File: src/rtl/pipe_scheduler.sv
// pipe_scheduler: pipe-obstacle datapath sequencer for the game controller.
// Holds N_PIPE pipe slots (position + gap lower bound). In RUN the slots scroll one column
// left every SCROLL_DIV clocks. When the leftmost pipe reaches column 0 it is recycled:
// the slots shift down and a new rightmost pipe gets an LFSR-drawn gap. Score counts pipes
// passing the bird column.
// Ports:
//   clk_i         system clock, all state on posedge
//   rst_i         asynchronous active-high reset
//   start_i       1-cycle pulse: IDLE->RUN, or HALT->IDLE with reload
//   freeze_i      RUN->HALT (wins over start_i)
//   n_row_i       playfield height in rows, sampled only at recycle
//   pipes_o       slot i at [24*i+:24] = {pos, max, min}; slot 0 is leftmost
//   score_o       saturating count of pipes passed this game
//   score_tick_o  1-cycle pulse on the cycle after score_o increments' edge
//   running_o     high while in RUN
module pipe_scheduler #(
  parameter int unsigned N_PIPE     = 3,
  parameter int unsigned SCROLL_DIV = 3,
  parameter logic [7:0]  PIPE_GAP   = 8'd50,
  parameter logic [7:0]  GAP_LEN    = 8'd8,
  parameter logic [7:0]  BIRD_COL   = 8'd10,
  parameter logic [15:0] LFSR_SEED  = 16'hACE1
) (
  input  logic                  clk_i,
  input  logic                  rst_i,
  input  logic                  start_i,
  input  logic                  freeze_i,
  input  logic [7:0]            n_row_i,
  output logic [24*N_PIPE-1:0]  pipes_o,
  output logic [15:0]           score_o,
  output logic                  score_tick_o,
  output logic                  running_o
);

  localparam int unsigned CntW = (SCROLL_DIV > 1) ? $clog2(SCROLL_DIV) : 1;
  localparam logic [CntW-1:0] LastCnt = CntW'(SCROLL_DIV - 1);

  typedef enum logic [1:0] {StIdle, StRun, StHalt} state_e;

  state_e          state_q, state_d;
  logic [CntW-1:0] cnt_q, cnt_d;
  logic [15:0]     score_q, score_d;
  logic            tick_q, tick_d;
  logic [15:0]     lfsr_q, lfsr_d;
  logic [7:0]      pos_q [N_PIPE];
  logic [7:0]      pos_d [N_PIPE];
  logic [7:0]      min_q [N_PIPE];
  logic [7:0]      min_d [N_PIPE];

  logic            step;
  logic [7:0]      min_range;
  logic [7:0]      new_min;

  function automatic logic [7:0] init_pos(input int unsigned i);
    return 8'(PIPE_GAP * (i + 1));
  endfunction

  function automatic logic [7:0] init_min(input int unsigned i);
    return 8'(8 + 4 * i);
  endfunction

  // Gap drawn from the pre-advance LFSR value; degenerate playfield pins the gap to row 0.
  assign min_range = n_row_i - GAP_LEN;
  assign new_min   = (n_row_i <= GAP_LEN) ? 8'd0 : (lfsr_q[7:0] % min_range);

  always_comb begin
    state_d = state_q;
    cnt_d   = cnt_q;
    score_d = score_q;
    tick_d  = 1'b0;
    // Galois form of x^16+x^14+x^13+x^11; free-running so start timing seeds the gaps.
    lfsr_d  = {1'b0, lfsr_q[15:1]} ^ (lfsr_q[0] ? 16'hB400 : 16'h0000);
    pos_d   = pos_q;
    min_d   = min_q;
    step    = 1'b0;

    unique case (state_q)
      StIdle: begin
        if (start_i) begin
          state_d = StRun;
          cnt_d   = '0;
        end
      end
      StRun: begin
        if (freeze_i) begin
          state_d = StHalt;
        end else if (cnt_q == LastCnt) begin
          cnt_d = '0;
          step  = 1'b1;
        end else begin
          cnt_d = cnt_q + 1'b1;
        end
      end
      StHalt: begin
        if (start_i) begin
          state_d = StIdle;
          cnt_d   = '0;
          score_d = '0;
          for (int unsigned i = 0; i < N_PIPE; i++) begin
            pos_d[i] = init_pos(i);
            min_d[i] = init_min(i);
          end
        end
      end
      default: state_d = StIdle;
    endcase

    if (step) begin
      if (pos_q[0] != 8'd0) begin
        for (int unsigned i = 0; i < N_PIPE; i++) begin
          pos_d[i] = pos_q[i] - 8'd1;
        end
        if (pos_q[0] == BIRD_COL) begin
          score_d = (score_q == 16'hFFFF) ? score_q : score_q + 16'd1;
          tick_d  = 1'b1;
        end
      end else begin
        for (int unsigned i = 0; i + 1 < N_PIPE; i++) begin
          pos_d[i] = pos_q[i+1];
          min_d[i] = min_q[i+1];
        end
        pos_d[N_PIPE-1] = pos_q[N_PIPE-1] + PIPE_GAP;
        min_d[N_PIPE-1] = new_min;
      end
    end
  end

  always_ff @(posedge clk_i or posedge rst_i) begin
    if (rst_i) begin
      state_q <= StIdle;
      cnt_q   <= '0;
      score_q <= '0;
      tick_q  <= 1'b0;
      lfsr_q  <= LFSR_SEED;
      for (int unsigned i = 0; i < N_PIPE; i++) begin
        pos_q[i] <= init_pos(i);
        min_q[i] <= init_min(i);
      end
    end else begin
      state_q <= state_d;
      cnt_q   <= cnt_d;
      score_q <= score_d;
      tick_q  <= tick_d;
      lfsr_q  <= lfsr_d;
      for (int unsigned i = 0; i < N_PIPE; i++) begin
        pos_q[i] <= pos_d[i];
        min_q[i] <= min_d[i];
      end
    end
  end

  // max is derived, never stored, so it can never disagree with min.
  for (genvar g = 0; g < N_PIPE; g++) begin : g_pipe_out
    assign pipes_o[24*g +: 24] = {pos_q[g], min_q[g] + GAP_LEN, min_q[g]};
  end

  assign score_o      = score_q;
  assign score_tick_o = tick_q;
  assign running_o    = (state_q == StRun);

endmodule

File: config.mk
export PLATFORM = sky130hd
export DESIGN_NAME = pipe_scheduler
export DESIGN_NICKNAME = d
export VERILOG_FILES = /design/src/rtl/pipe_scheduler.sv
export SDC_FILE = /design/constraint.sdc
export NUM_CORES = 1
export LEC_CHECK = 0
export CAP_MARGIN = 20
export CORE_UTILIZATION = 23
export CTS_CLUSTER_DIAMETER = 100
export DETAILED_ROUTE_END_ITERATION = 6
export GPL_TIMING_DRIVEN = 0
export SYNTH_ARGS = -nofsm -noshare
export SYNTH_HDL_FRONTEND = slang
export SYNTH_SLANG_ARGS = --single-unit
File: constraint.sdc
create_clock -name clk_i -period 16.8 [get_ports clk_i]
set_input_delay 3.36 -clock clk_i [delete_from_list [all_inputs] [get_ports clk_i]]
set_output_delay 3.36 -clock clk_i [all_outputs]
set_load 0.01 [all_outputs]
== Yosys cells after proc, flatten, opt, wreduce, memory -nomap -nowiden ==
Cells that the tools add are included.

* Bitwise gates (word level): 1
* Add/subtract/negate cells: 10
* Mux-type cells: 29
* Div/mod/pow operators: 1
* Reductions and logical operators: 9
* Eq/ne operators: 11
* Magnitude comparators: 1

{| class="wikitable"
|+ Operator list
! kind !! number
|-
| two-way mux 24 bit || 8
|-
| two-way mux 16 bit || 7
|-
| adder 8 x 4 -> 8 bit (second input constant) || 3
|-
| subtractor 8 x 1 -> 8 bit (second input constant) || 3
|-
| adder 16 x 1 -> 16 bit (second input constant) || 1
|-
| equality test 16 bit (second input constant) || 1
|-
| XOR 15 x 16 -> 16 bit || 1
|-
| two-way mux 2 bit || 5
|-
| adder 8 x 6 -> 8 bit (second input constant) || 1
|-
| equality test 8 x 4 -> 1 bit (second input constant) || 1
|-
| <= comparator 8 x 4 -> 1 bit (second input constant) || 1
|-
| modulo 8 x 8 -> 8 bit || 1
|-
| two-way mux 8 bit || 1
|-
| inequality test 2 bit (second input constant) || 4
|-
| nonzero test 8 bit || 1
|-
| subtractor 8 x 4 -> 8 bit (second input constant) || 1
|-
| two-way mux 1 bit || 6
|-
| case mux 2 bit (3 select lines) || 1
|-
| AND reduction 3 bit || 2
|-
| nonzero test 2 bit || 3
|-
| equality test 2 bit (second input constant) || 2
|-
| inequality test 4 bit (second input constant) || 1
|-
| case mux 2 bit (2 select lines) || 1
|-
| adder 2 x 1 -> 2 bit (second input constant) || 1
|-
| 5 further kinds || 5
|}

* Word-level logic and storage cells: 73
* Input bits: 12
* Output and inout port bits: 90
* Bits in registers: 85

== Depth between registers and ports, before layout ==
Gate-level depths: netlist of the first run.

* Depth in word-level cells: 6
* Mapped depth: 60
* Mapped depth without buffers: 55

== Least setup slack after synthesis of the first run ==
OpenSTA, ideal clock, no wires.

* Path type: input to register
* Start point: input n_row_i[3]
* End point: register min_q, in the netlist pipes_o[49]
* Path buffers: 4
* Setup time: 69 ps
* Stages on the path: 56
* Arrival: 15,648 ps
* Path slack: 1,083 ps
* Cells stage by stage: buf_4 -> inv_1 -> ha_1 -> clkbuf_1 -> or4b_2 -> nor3_1 -> o311a_1 -> nor2_1 -> ha_1 -> o21ai_0 -> a21o_1 -> nor3b_1 -> mux2_2 -> ha_1 -> nand3_1 -> nor3_1 -> nor2_1 -> or4_1 -> [... 20 more ...] -> mux2i_1 -> ha_1 -> o21a_1 -> o211ai_1 -> a21oi_1 -> o21a_1 -> o21ai_0 -> mux2_2 -> fa_1 -> nor2b_1 -> o21ai_0 -> a31o_2 -> a21oi_1 -> nand2b_1 -> o41ai_1 -> o21ai_1 -> or4_1 -> nand3_1

{| class="wikitable"
|+ RTL lines
! element !! RTL line !! text
|-
| start: declaration || 28 || <nowiki>input logic [7:0] n_row_i,</nowiki>
|-
| end signal: indexed assignment || 137 || <nowiki>min_q[i] <= init_min(i);</nowiki>
|-
| end signal: indexed assignment || 147 || <nowiki>min_q[i] <= min_d[i];</nowiki>
|-
| end: declaration || 47 || <nowiki>logic [7:0] min_q [N_PIPE];</nowiki>
|}

==> run metrics, run 1 <==
Avg WL per Cell 15.2 µm; clock period minus worst slack about 16 ns; pre-CTS WS -1.79 ns; Cell Pwr Density 93.9 nW/µm²; DRC viols 0; share of cells above drive strength 1 10.0%; Worst Path Arrival 16.25 ns; critical path startpoint category primary input; Synth Instances 738; Hold Crit Class reg -> reg; Synth area leaders dfrtp_1 25%, ha_1 9.8%, dfstp_2 9.2%; Initial Util 23.3%; vias per cell slightly below 5; vias in the first global route 5,568; Total Routing Usage GR around an eighth; clock share of power 26.7%; placed instance area 7700 µm²; Final ANT Viol Nets 0; H-tree levels 3; YS warnings 0; routability cong. around 0.87; CP max stage delay 0.59 ns; switch share 35.2%; most common cell in the netlist nand2_1; total net switching power ~270 µW; sequential share of power 38.9%; post-route worst setup slack ~0.84 ns; Placeable Area ~27,000 µm²; Worst EP required approximately 17 ns; Post-Syn Area ~6300 µm²; area delta synth->final 29.7%; port bufs approximately 100; CTS Root Cell clkbuf_16; Die W 167 µm; Crit Path Category in -> reg; Power Total 762 µW; Ports 102; Max Clock Freq approximately 0.063 GHz; post-synth cell types between 60 and 70; fin crit share 95.0%; detailed-router iteration count before antenna repair 5; n_diodes 0; Worst VDD drop between 30 and 40 µV; status completed; worst slew pin tran 0.772 ns; Synth top area share 25.2%; detailed-route via count 5,926; num rows 60; sequential-to-total area share from yosys stat approximately a third; Main synth FF type dfrtp_1; Max-Cap Viols 0; setup violators final 0; internal power 494 µW; slowest CP cell or4b_2; clock sinks 85; detailed placement HPWL 13,900 µm; LEAKAGE 3.50 nW; Nets 914; final WL 18,200 µm; Slew Limit Headroom 48.3%; ys async rst share 100%; DR iter-0 viols between 300 and 400; worst clock skew about 0.0055 ns; Reg clk slew, reported paths 0.06 ns; RSZ-0062 raised after global routing no; global-route wire length before repair a little under 30,000 µm; Syn Nets 800; Logic pwr share between 30% and 40%; Yosys reg bits 85; largest net degree at the start of global routing between 60 and 70; clock latency on the worst-skew pair roughly 0.35 ns; Num CTS Buffers 9; commonest cells in the netlist 91 x nand2_1, 71 x o21ai_0, 63 x dfrtp_1; most frequent CP cell ha_1; global route overflow 0; Post-CTS Hold Buffers 0; CP Max Fanout 10; die outline height approximately 170 µm; number of synthesized flops with an enable pin 0; Avg Inst Size Synth roughly 8.5 µm²; Layout Cell Area excl Fill 8120 µm²; CP endpoint kind register; antenna violations before repair 0; area leader, netlist dfrtp_1; Die Footprint 27,900 µm²; Longest Clk Path Bufs 2; CTS tree done; final hold violations 0; pins over their slew limit 0
## logic make-up after synthesis
group	after synthesis	share of synthesized area, %
flip-flops	85	34.4
AND/OR/NAND/NOR	275	21.0
adder cells (fa/ha/maj)	50	10.1
buffers and inverters	70	4.80
XOR/XNOR	35	4.90
AO/OA/AOI/OAI	204	21.5
multiplexers	19	3.22
## final timing paths
kind                                 startpoint                      end  slack [ns]  cells after the start
max                                  n_row_i[3]    pipes_o[49]$_DFF_PP0_        0.84                     55
min                        lfsr_q[12]$_DFF_PP0_     lfsr_q[11]$_DFF_PP1_        0.35                      0
max reg2reg                 lfsr_q[2]$_DFF_PP0_    pipes_o[49]$_DFF_PP0_        4.01                     51
min reg2reg                lfsr_q[12]$_DFF_PP0_     lfsr_q[11]$_DFF_PP1_        0.35                      0
max in group asynchronous                 rst_i  pipes_o[68]$_DFFE_PP1P_       12.81                      3
min in group asynchronous                 rst_i     cnt_q[1]$_DFFE_PP0P_        3.35                      2
## layout by cell type, fill, tap and decap left out, drive strengths merged, types with 10 or more instances in the layout
cell	Yosys	routed
o211ai	10	10
clkdlybuf4s50	0	96
o21a	12	12
nand2b	12	12
xnor2	19	19
mux2i	10	10
xor2	16	16
nor3	28	28
ha	49	49
nand3	36	36
a21oi	39	39
dfstp	22	22
clkbuf	25	34
nor2	53	53
dfrtp	63	63
o21ai	72	72
nand2	91	91
inv	32	32
buf	11	18
## flip-flops by register name (all words and copies together), names as in the netlist
| register | count |
|---|---|
| state_q | 2 |
| score_o | 16 |
| lfsr_q | 16 |
| pipes_o | 48 |
| score_tick_o | 1 |
| cnt_q | 2 |
## metal layers
layer	track usage, %	wire [µm]	up-vias
met4	3.22	183	0
met1	18.0	8750	2878
li1	-	-	2907
met2	21.6	8540	124
met3	2.23	704	17
met5	0	0	-
## final cells by class
| type | instances | area (µm²) |
|---|---|---|
| Buffer | 34 | 170 |
| Clock buffer | 11 | 243 |
| Clock inverter | 5 | 60.1 |
| Fill cell | 2823 | 18700 |
| Inverter | 34 | 130 |
| Multi-Input combinational cell | 583 | 3880 |
| Sequential cell | 85 | 2150 |
| Tap cell | 341 | 427 |
| Timing Repair Buffer | 105 | 1060 |
## worst max-delay path: cells and delay by family
| kind | cells | cell delay [ns] |
|---|---|---|
| AOI/OAI and AO/OA | 25 | 5.40 |
| adders and majority gates | 8 | 2.33 |
| buffers and inverters | 4 | 0.81 |
| muxes | 4 | 1.35 |
| and+or+nand+nor | 14 | 2.97 |
## power groups by stage
stage | Sequential (mW) | Clock (mW) | Combinational [mW]
after global placement | 0.299 | 0 | 0.254
after CTS | 0.296 | 0.209 | 0.262
final | 0.296 | 0.204 | 0.262
after floorplan | 0.293 | 0 | 0.133
after detailed placement | 0.299 | 0 | 0.259
after global routing | 0.303 | 0.218 | 0.288
## repair_timing
| item | CTS | global route |
|---|---|---|
| setup buffers | 2 | 3 |
| pin swaps | 1 | 2 |
| gates resized for setup | 9 | 11 |
| endpoints found under the setup margin | 8 | 8 |
## stage by stage
stage,hold slack [ns],std cells,util (%),setup TNS [ns]
finish,0.350,1198,30.3,0
floorplan,0.331,738,-,0
global placement,0.337,1177,28.6,-12.29
detailed placement,0.340,1179,28.7,-12.61
global route,0.367,1198,30.3,0
CTS,0.354,1195,30.0,0
Note: power is estimated with default switching activity, not from simulation.
==> run 2: changes to the inputs <==
- CELL_PAD_IN_SITES_DETAIL_PLACEMENT: not set -> 0
- CELL_PAD_IN_SITES_GLOBAL_PLACEMENT: not set -> 1
- PLACE_DENSITY_LB_ADDON: not set -> 0.1
==> run metrics, run 2 (same netlist as run 1, synthesis figures left out) <==
Nets 922; final WL 20,800 µm; share of cells above drive strength 1 11.7%; r2r setup slk 3.83 ns; detailed-route via count 5,957; Worst VDD drop 49.9 µV; vias per cell 4.94; worst clock skew 0.0181 ns; delay-heaviest family, CP compound AO/OA/AOI/OAI gates; Avg WL per Cell 17.2 µm; Cell Pwr Density 94.8 nW/µm²; worst reg2reg endpoint pipes_o[52]$_DFF_PP1_; clock sinks 85; worst reg2reg path depth 51; fill cell count between 2,000 and 3,000; Worst Path Arrival 16.37 ns; DRC viols 0; Initial Util 23.3%; Crit Path Category in -> reg; CTS tree done; LEAKAGE 3.54 nW; Reg clk slew, reported paths 0.06 ns; Max-Cap Viols 0; Stages on worst setup path 55; CP Capture Point pipes_o[52]$_DFF_PP1_; worst slew pin tran 0.812 ns; Ports 102; antenna violations before repair 0; CP Max Fanout 10; global route overflow 0; routability cong. just over 0.8; most common cell after layout, fill and taps aside clkdlybuf4s50_1; RSZ-0062 raised after global routing no; Worst Hold Launch lfsr_q[12]$_DFF_PP0_; n_diodes 0; detailed-router iteration count before antenna repair 5; Slew Limit Headroom 45.5%; placed instance area 7690 µm²; vias in the first global route just under 6,000; fin crit share ~96%; Layout Cell Area excl Fill 8210 µm²; CP max stage delay between 0.5 and 0.6 ns; detailed placement HPWL about 16,000 µm; Num CTS Buffers 9; area delta synth->final 31.3%; H-tree levels 3; commonest non-fill, non-tap cells in the layout 96 x clkdlybuf4s50_1, 91 x nand2_1, 70 x o21ai_0, 63 x dfrtp_1, 53 x nor2_1; Final ANT Viol Nets 0; Critical Path Source n_row_i[3]; Die Footprint 27,900 µm²; Hold Crit Class reg -> reg; post-layout util a little under a third; Worst EP required 17.06 ns; Final Hold Slack 0.354 ns; critical path startpoint category primary input; Final TNS setup 0 ns; Multi-input gate area a little under 4000 µm²; reg2reg start lfsr_q[2]$_DFF_PP0_; global-route wire length before repair 33,500 µm; pins over their slew limit 0; DR iter-0 viols roughly 330; post-route worst setup slack 0.693 ns; slowest CP cell or4b_2; most frequent CP cell ha_1; Die W 167 µm; status completed; Longest Clk Path Bufs 2; setup violators final 0; CP endpoint kind register; Power Total 779 µW; final hold violations 0; CP bufs+invs 4; die outline height 167 µm; clock period minus worst slack 16.11 ns; num rows 60; fin cells 1,206; largest net degree at the start of global routing 47; Post-CTS Hold Buffers 0; clock latency on the worst-skew pair 0.35 ns; port bufs 98; Storage cell area 2150 µm²; Placeable Area 26,800 µm²; pre-CTS WS -2.35 ns; Total Routing Usage GR 15.2%; Placed Cells 1,179; max FFs per register 48; Max Clock Freq 0.0621 GHz; CTS Root Cell clkbuf_16
## run 2: report_power, final
group / switching (mW) / total [mW] / internal, mW / leakage (nW)
clock: 0.0914 / 0.217 / 0.125 / 0.154
combinational: 0.134 / 0.264 / 0.131 / 2.28
sequential: 0.0536 / 0.298 / 0.244 / 1.10
## run 2: how the worst min path moves through the flow
stage | end | cells after the start
6_report | lfsr_q[11]$_DFF_PP1_ | 0
5_1_grt | lfsr_q[7]$_DFF_PP1_ | 0
4_1_cts | lfsr_q[11]$_DFF_PP1_ | 0
3_5_place_dp | lfsr_q[11]$_DFF_PP1_ | 0
3_3_place_gp | lfsr_q[11]$_DFF_PP1_ | 0
2_1_floorplan | lfsr_q[8]$_DFF_PP0_ | 0
## run 2: final cells by class
cell class / instances / share of cell area [%]
plain buffers: 34 / 2.10
flip-flops and latches: 85 / 26.2
repair buffers: 113 / 13.4
well taps: 341 / 5.19
inverters: 34 / 1.58
clock inverters: 5 / 0.807
multi-input cells: 583 / 47.6
clock buffers: 11 / 3.08
## run 2: timing repair
action / in CTS / in global routing
pin swaps: 0 / 8
resized for setup: 15 / 17
endpoints found under the hold margin: 0 / 0
endpoints found under the setup margin: 8 / 8
cloned: 0 / 0
setup buffers: 0 / 13
## run 2: worst register-to-register path, delay by kind of cell (launching register included)
family | cells | cell delay (ns)
DFF | 1 | 0.42
muxes | 4 | 1.35
adders and majority gates | 7 | 2.15
AOI/OAI and AO/OA | 28 | 6.41
buffers and inverters | 1 | 0.22
and+or+nand+nor | 11 | 2.37
## run 2: routing by layer
metal	global-route usage, %	up-vias	share of wire, %	wire length [µm]
li1	-	2920	-	-
met1	20.2	2920	48	10000
met2	25.3	97	47	9850
met3	2.76	20	2.7	563
met4	4.15	0	1.6	333
met5	0	-	0	0
